$ cat src/rtl/mc_ctrl.sv
// Multi-cycle MIPS main controller.
// Walks FETCH -> DECODE -> EXE -> (MEM) -> (WB) and drives the datapath
// selects and write enables for each state. It also runs the req/ready
// handshake with the shared instruction/data memory port, and aborts to
// FETCH with a bus_err pulse if the memory does not answer in time.
module mc_ctrl #(
  parameter int TIMEOUT = 15
) (
  input  logic       clk,
  input  logic       reset,
  input  logic [5:0] opcode,
  input  logic [5:0] funct,
  input  logic       zero,
  input  logic       mem_ready,
  output logic       mem_req,
  output logic       mem_we,
  output logic       IorD,
  output logic       IRWr,
  output logic       PCWr,
  output logic [1:0] NPCOp,
  output logic [1:0] EOp,
  output logic [1:0] ALUOp,
  output logic       ALUSrc,
  output logic       RegWr,
  output logic [1:0] RegDst,
  output logic [1:0] MemtoReg,
  output logic       bus_err,
  output logic       illegal,
  output logic [2:0] state
);

  localparam logic [2:0] S_FETCH  = 3'd0;
  localparam logic [2:0] S_DECODE = 3'd1;
  localparam logic [2:0] S_EXE    = 3'd2;
  localparam logic [2:0] S_MEM    = 3'd3;
  localparam logic [2:0] S_WB     = 3'd4;

  localparam logic [7:0] TIMEOUT_C = 8'(TIMEOUT);

  localparam logic [5:0] OP_R    = 6'b000000;
  localparam logic [5:0] OP_ORI  = 6'b001101;
  localparam logic [5:0] OP_LW   = 6'b100011;
  localparam logic [5:0] OP_SW   = 6'b101011;
  localparam logic [5:0] OP_BEQ  = 6'b000100;
  localparam logic [5:0] OP_LUI  = 6'b001111;
  localparam logic [5:0] OP_J    = 6'b000010;
  localparam logic [5:0] OP_JAL  = 6'b000011;
  localparam logic [5:0] FN_ADDU = 6'b100001;
  localparam logic [5:0] FN_SUBU = 6'b100011;
  localparam logic [5:0] FN_JR   = 6'b001000;

  logic [2:0] state_q, state_d;
  logic [7:0] cnt_q, cnt_d;
  logic       bus_err_q, bus_err_d;
  logic       illegal_q, illegal_d;

  // Instruction decode straight from the IR fields
  logic i_addu, i_subu, i_jr, i_ori, i_lw, i_sw, i_beq, i_lui, i_j, i_jal;
  logic i_rarith, i_goes_exe;

  assign i_addu     = (opcode == OP_R) && (funct == FN_ADDU);
  assign i_subu     = (opcode == OP_R) && (funct == FN_SUBU);
  assign i_jr       = (opcode == OP_R) && (funct == FN_JR);
  assign i_ori      = (opcode == OP_ORI);
  assign i_lw       = (opcode == OP_LW);
  assign i_sw       = (opcode == OP_SW);
  assign i_beq      = (opcode == OP_BEQ);
  assign i_lui      = (opcode == OP_LUI);
  assign i_j        = (opcode == OP_J);
  assign i_jal      = (opcode == OP_JAL);
  assign i_rarith   = i_addu | i_subu;
  assign i_goes_exe = i_rarith | i_ori | i_lui | i_lw | i_sw | i_beq;

  // A memory wait that has used up its budget with no ready in sight
  logic timed_out;
  assign timed_out = ((state_q == S_FETCH) || (state_q == S_MEM)) &&
                     !mem_ready && (cnt_q == TIMEOUT_C);

  // Unmasked output values; forced low below while reset is asserted
  logic       mem_req_c, mem_we_c, iord_c, irwr_c, pcwr_c, alusrc_c, regwr_c;
  logic [1:0] npcop_c, eop_c, aluop_c, regdst_c, memtoreg_c;

  // ALU/extender selects: set in EXE and held through MEM and WB
  always_comb begin
    eop_c    = 2'b00;
    aluop_c  = 2'b00;
    alusrc_c = 1'b0;
    if ((state_q == S_EXE) || (state_q == S_MEM) || (state_q == S_WB)) begin
      if (i_subu) begin
        aluop_c = 2'b01;
      end
      if (i_ori) begin
        aluop_c  = 2'b10;
        alusrc_c = 1'b1;
        eop_c    = 2'b00;
      end
      if (i_lui) begin
        aluop_c  = 2'b10;
        alusrc_c = 1'b1;
        eop_c    = 2'b10;
      end
      if (i_lw || i_sw) begin
        aluop_c  = 2'b00;
        alusrc_c = 1'b1;
        eop_c    = 2'b01;
      end
      if (i_beq) begin
        aluop_c = 2'b01;
        eop_c   = 2'b11;
      end
    end
  end

  // Next state, wait counter, event flags and per-state enables
  always_comb begin
    state_d    = state_q;
    cnt_d      = 8'd0;
    bus_err_d  = 1'b0;
    illegal_d  = 1'b0;
    mem_req_c  = 1'b0;
    mem_we_c   = 1'b0;
    iord_c     = 1'b0;
    irwr_c     = 1'b0;
    pcwr_c     = 1'b0;
    npcop_c    = 2'b00;
    regwr_c    = 1'b0;
    regdst_c   = 2'b00;
    memtoreg_c = 2'b00;
    case (state_q)
      S_FETCH: begin
        mem_req_c = 1'b1;
        if (mem_ready) begin
          irwr_c  = 1'b1;
          pcwr_c  = 1'b1;
          state_d = S_DECODE;
        end else if (timed_out) begin
          bus_err_d = 1'b1;
          state_d   = S_FETCH;
        end else begin
          cnt_d = cnt_q + 8'd1;
        end
      end
      S_DECODE: begin
        if (i_goes_exe) begin
          state_d = S_EXE;
        end else if (i_j || i_jal) begin
          pcwr_c  = 1'b1;
          npcop_c = 2'b10;
          if (i_jal) begin
            regwr_c    = 1'b1;
            regdst_c   = 2'b10;
            memtoreg_c = 2'b10;
          end
          state_d = S_FETCH;
        end else if (i_jr) begin
          pcwr_c  = 1'b1;
          npcop_c = 2'b11;
          state_d = S_FETCH;
        end else begin
          illegal_d = 1'b1;
          state_d   = S_FETCH;
        end
      end
      S_EXE: begin
        if (i_beq) begin
          npcop_c = 2'b01;
          pcwr_c  = zero;
          state_d = S_FETCH;
        end else if (i_rarith || i_ori || i_lui) begin
          state_d = S_WB;
        end else if (i_lw || i_sw) begin
          state_d = S_MEM;
        end else begin
          state_d = S_FETCH;
        end
      end
      S_MEM: begin
        mem_req_c = 1'b1;
        iord_c    = 1'b1;
        mem_we_c  = i_sw;
        if (mem_ready) begin
          state_d = i_lw ? S_WB : S_FETCH;
        end else if (timed_out) begin
          bus_err_d = 1'b1;
          state_d   = S_FETCH;
        end else begin
          cnt_d = cnt_q + 8'd1;
        end
      end
      S_WB: begin
        regwr_c = 1'b1;
        if (i_rarith) begin
          regdst_c = 2'b01;
        end
        if (i_lw) begin
          memtoreg_c = 2'b01;
        end
        state_d = S_FETCH;
      end
      default: begin
        state_d = S_FETCH;
      end
    endcase
  end

  // State and flag registers, cleared asynchronously by reset
  always_ff @(posedge clk or negedge reset) begin
    if (!reset) begin
      state_q   <= S_FETCH;
      cnt_q     <= 8'd0;
      bus_err_q <= 1'b0;
      illegal_q <= 1'b0;
    end else begin
      state_q   <= state_d;
      cnt_q     <= cnt_d;
      bus_err_q <= bus_err_d;
      illegal_q <= illegal_d;
    end
  end

  // Combinational outputs drop the instant reset asserts, so an in-flight
  // memory request or write enable never survives into reset.
  assign mem_req  = mem_req_c & reset;
  assign mem_we   = mem_we_c & reset;
  assign IorD     = iord_c & reset;
  assign IRWr     = irwr_c & reset;
  assign PCWr     = pcwr_c & reset;
  assign NPCOp    = npcop_c & {2{reset}};
  assign EOp      = eop_c & {2{reset}};
  assign ALUOp    = aluop_c & {2{reset}};
  assign ALUSrc   = alusrc_c & reset;
  assign RegWr    = regwr_c & reset;
  assign RegDst   = regdst_c & {2{reset}};
  assign MemtoReg = memtoreg_c & {2{reset}};
  assign bus_err  = bus_err_q;
  assign illegal  = illegal_q;
  assign state    = state_q;

endmodule

$ cat config.mk
export PLATFORM = sky130hd
export DESIGN_NAME = mc_ctrl
export DESIGN_NICKNAME = d
export VERILOG_FILES = /design/src/rtl/mc_ctrl.sv
export SDC_FILE = /design/constraint.sdc
export NUM_CORES = 1
export LEC_CHECK = 0
export CORE_ASPECT_RATIO = 1.25
export CORE_MARGIN = 2
export CORE_UTILIZATION = 30
export DETAILED_ROUTE_END_ITERATION = 12
export PLACE_DENSITY_LB_ADDON = 0.12
export SYNTH_ARGS = -nofsm -noshare
export SYNTH_HDL_FRONTEND = slang
export SYNTH_SLANG_ARGS = --single-unit
$ cat constraint.sdc
create_clock -name clk -period 2.98 [get_ports clk]
set_input_delay 0.745 -clock clk [delete_from_list [all_inputs] [get_ports clk]]
set_output_delay 0.745 -clock clk [all_outputs]
set_load 0.005 [all_outputs]
# Word-level counts from Yosys, hierarchy flattened
# Index checks and enable logic that the tools add are counted.
[totals]
ff_bits = 13
out_inout_bits = 22
word_cells = 113
[op_classes]
n_addsub = 1
n_eq_ne = 15
muxes = 59
bitwise = 18
n_reduce_logical = 16
[op_table]
columns = ["operator", "n"]
rows = [
  ["2-bit 2-to-1 mux", 17],
  ["1-bit 2-to-1 mux", 27],
  ["6-bit == test, second input constant", 4],
  ["8-bit 2-to-1 mux", 3],
  ["6-bit by 4-bit == test with 1-bit output, second input constant", 3],
  ["3-bit 2-to-1 mux", 6],
  ["6-bit by 2-bit == test with 1-bit output, second input constant", 2],
  ["2-bit case mux with 2 select lines", 3],
  ["3-bit case mux with 4 select lines", 1],
  ["2-bit bitwise AND", 5],
  ["8-bit by 1-bit adder with 8-bit output, second input constant", 1],
  ["8-bit by 4-bit == test with 1-bit output, second input constant", 1],
  ["1-bit bitwise AND", 7],
  ["1-bit logical OR", 7],
  ["3-bit by 2-bit == test with 1-bit output, second input constant", 2],
  ["6-bit by 3-bit == test with 1-bit output, second input constant", 1],
  ["6-bit zero test", 1],
  ["1-bit bitwise OR", 6],
  ["1-bit logical AND", 5],
  ["3-bit by 1-bit == test with 1-bit output, second input constant", 1],
  ["3-bit == test, second input constant", 1],
  ["3-bit zero test", 1],
  ["1-bit case mux with 3 select lines", 1],
  ["1-bit case mux with 2 select lines", 1],
  ["other kinds (2)", 2],
]

# Logic depth before layout (Yosys ltp)
[depth]
ltp_word = 11
depth_mapped = 5

# Worst setup path after synthesis
# No wires, ideal clock.
[synth_timing]
path_type = "input port to output port"
startpoint = "in opcode[3]"
endpoint = "out RegDst[1]"
arrival_ps = 1954
required_ps = 2235
setup_slack_ps = 281
stages = 5
n_path_buf = 1
path_cell_list = "or4_4 nor4b_4 nand2_2 nor2_1 buf_4"
[synth_between]
elab_chain_cells = 11
word_cells_on_any_way = 22
classes_between = "7 x eq/ne; 4 x mux; 7 x bitwise; 4 x reduce/logical"
[synth_rtl]
columns = ["item", "line", "source"]
rows = [
  ["start, declared", "11", "input logic [5:0] opcode,"],
  ["6-bit zero test", "61, 62", ""],
  ["1-bit logical AND, on equally long branches", "61, 62", ""],
  ["1-bit bitwise OR", "71", "assign i_rarith = i_addu | i_subu;"],
  ["1-bit bitwise OR (5 in series)", "72", "assign i_goes_exe = i_rarith | i_ori | i_lui | i_lw | i_sw | i_beq;"],
  ["2-bit 2-to-1 mux *", "144", "if (i_goes_exe) begin"],
  ["2-bit case mux with 2 select lines *", "129", "case (state_q)"],
  ["2-bit bitwise AND *", "233", "assign RegDst = regdst_c & {2{reset}};"],
  ["end, declared", "25", "output logic [1:0] RegDst,"],
]
# Every way passes the cells marked *; elsewhere a longest branch is shown, timed or not.

# Worst setup path in the final report
[layout_timing]
startpoint = "in opcode[3]"
endpoint = "out PCWr"
[layout_between]
elab_chain_cells = 11
word_cells_on_any_way = 24
classes_between = "7 x eq/ne; 5 x mux; 7 x bitwise; 5 x reduce/logical"
[layout_rtl]
columns = ["item", "line", "source"]
rows = [
  ["6-bit zero test", "61, 62, 63", ""],
  ["1-bit logical AND, on equally long branches", "61, 62", ""],
  ["1-bit bitwise OR", "71", ""],
  ["1-bit bitwise OR (5 in series)", "72", ""],
  ["1-bit 2-to-1 mux", "144", ""],
  ["1-bit case mux with 3 select lines *", "129", ""],
  ["1-bit bitwise AND *", "227", "assign PCWr = pcwr_c & reset;"],
  ["end, declared", "19", "output logic PCWr,"],
]
# Marked as above.

==> flow_summary.yaml <==
synthesis:
  synthFlopType: "dfrtp_1"
  syn_inst: 123
  synth_fp_nets: 140
  syn_area_um2: 1002
  synth_warnings: 0
  ys_ff_latch: 13
  postSynthAreaPerCell_um2: 8.148
  synth_edf_count: 0
  ys_seq_area_share_pct: 32.46
  ys_types: 38
  synthArstFlopShare_pct: 100.0
placed_design:
  dp_slack_ps: -614.7
  hpwl_um: 2577
  place_area_um2: 1629
  gp_congestion: 0.8373
  place.port_buffers: 37
clocking:
  cts_buffer_depth: 2
  hold_buffers: 0
  cts_tree: "yes"
  clk_latency_ps: 240
  cts-root-buf: "clkbuf_8"
  cts_buffers: 3
  clkSinkCount: 13
  cts_htree_levels: 1
  cts.clk_slew.worst_paths_ps: 50
setup_path:
  cp_max_fo: 4
  slowest_stage: "or4_4"
  worstPathCellList: "buf_6 -> or4_4 -> nor4b_4 -> nand2_4 -> buf_6 -> o211ai_2 -> buf_2"
  r2r_slack_ps: 1300
  worstSetupEndpointType: "primary output"
  cp.required_ps: 2240
  startpoint_type: "input port"
  worstSetupStartpoint: "opcode[3]"
  worstPathArrival_ps: 2190
  r2r_start: "cnt_q[5]"
  crit_top_cell: "buf_6"
  cp_slowest_stage_delay_ps: 550
  crit_type: "input port to primary output"
sta:
  post-route-period-util_pct: 98.47
  skew_ps: 3.263
  worstMarginPinSlew_ps: 465.3
  hold_viol: 0
  min_period_ps: 2934
  timing.hold.ws_ps: 470.1
  slew_headroom_pct: 68.70
  fin_ws_ps: 45.74
  grt_setup_unrepaired: "true"
  drv_slew: 0
  fmax_mhz: 340.8
  setup_viol: 0
global_route:
  grt_pass1_wl_um: 5230
  first_global_vias: 1256
  gr-total-overflow: 0
  grt.total_usage_pct: 17.08
  antenna_found_initial: 0
  grt_max_degree: 14
route:
  vias_per_cell: 5.034
  drtIter0Drc: 38
  route.vias.total: 1178
  route.detailed.drc: 0
  routed_wirelength_um: 3171
  ant_nets: 0
  post_drt_wl_per_cell_um: 13.55
  first_pass_iters: 4
floorplanning:
  die_y_um: 68.62
  die_w_um: 55.70
  num_rows: 23
  ios: 38
  core-area_um2: 3194
  die_area_um2: 3822
  start_util_pct: 31.37
final_layout:
  final_area_um2: 1725
  nets: 215
  n_fill_cell: 325
  multi_input_area_um2: 693.2
  final_common_cell: "buf_4"
  regArea_um2: 325.3
  drive_above_1_share_pct: 35.03
  final_cell_mix: "buf_4 (32), nor2_1 (20), clkdlybuf4s50_1 (15)"
  antenna_cells: 0
  synthToLayoutAreaGrowth_pct: 72.16
pwr:
  p_leak_nw: 0.7905
  peakVddDrop_mv: 0.2801
  p_per_area_nw_per_um2: 265.1
outcome:
  outcome: "finished, final reports clean"
job:
  maxCapViolCount: 0
min_path:
  min_from: "cnt_q[0]"
  hp-class: "flip-flop to flip-flop"
-- per-stage QoR --
stage	power [mW]	std cells	utilization (%)	TNS, ps
6_report	0.4574	234	54.01	0
4_1_cts	0.4622	233	53.47	-29.38
5_1_grt	0.4852	234	54.01	-4.754
2_1_floorplan	0.2314	123	-	0
3_5_place_dp	0.3082	224	51.00	-5915
3_3_place_gp	0.3069	224	51.00	-5842
-- final cells by class --
class / count / area share (%)
Tap cell: 37 / 2.683
Clock buffer: 4 / 2.611
Timing Repair Buffer: 74 / 35.03
Sequential cell: 13 / 18.85
Inverter: 3 / 0.6526
Multi-Input combinational cell: 103 / 40.17
-- metal layers --
| layer | wire (µm) | vias up | global-route usage (%) |
|---|---|---|---|
| met5 | 0 | - | 0 |
| met4 | 60 | 0 | 7.317 |
| met3 | 82 | 6 | 1.119 |
| met2 | 1761 | 23 | 35.71 |
| met1 | 1268 | 560 | 17.57 |
| li1 | - | 589 | - |
-- critical path: cells and delay by family --
family	cells	cell delay, ps
buf+inv	3	340
compound gates	1	130
simple gates	3	970
-- kinds of logic (layout without fill, tap and decap cells) --
| group | after synthesis | after routing | share of synthesized area (%) |
|---|---|---|---|
| simple gates | 78 | 78 | 45.57 |
| compound gates | 18 | 18 | 12.11 |
| flops | 13 | 13 | 32.46 |
| buf+inv | 7 | 81 | 3.371 |
| xor+xnor | 6 | 6 | 5.244 |
| fa+ha+maj | 1 | 1 | 1.248 |
-- cell usage after synthesis (all sizes together) (4+ instances only) --
library cell | count | area share [%]
and3b | 4 | 3.7
nor4b | 4 | 5.6
nor2 | 21 | 7.9
dfrtp | 13 | 32
nor2b | 5 | 3.1
nor3 | 7 | 3.5
nand3 | 4 | 2.0
nand2 | 15 | 5.9
a21oi | 7 | 3.5
buf | 4 | 2.2
o21ai | 4 | 2.0
-- where the power goes --
group	switching, mW	internal [mW]	leakage (nW)
combinational	0.0527	0.0656	0.590
sequential	0.00552	0.183	0.177
clock	0.0566	0.0940	0.0228
total	0.115	0.343	0.791
-- repair_timing --
action / CTS / global route
hold endpoints to repair: 0 / 0
cloned: 0 / 0
setup endpoints to repair: 15 / 6
resized for setup: 59 / 12
buffers inserted: 5 / 1
pin swaps: 8 / 5
-- flip-flops by register name, summed over array words and instances, names as in the netlist --
| register | flops |
|---|---|
| bus_err | 1 |
| state | 3 |
| cnt_q | 8 |
| illegal | 1 |
-- worst paths after layout --
kind,endpoint,cells after the start
worst max-delay path,PCWr,7
worst min-delay path,cnt_q[0],1
worst max register to register,state[1],4
worst min register to register,cnt_q[0],1
max in group asynchronous,bus_err,2
min in group asynchronous,cnt_q[5],2
(Power assumes the default switching activity.)
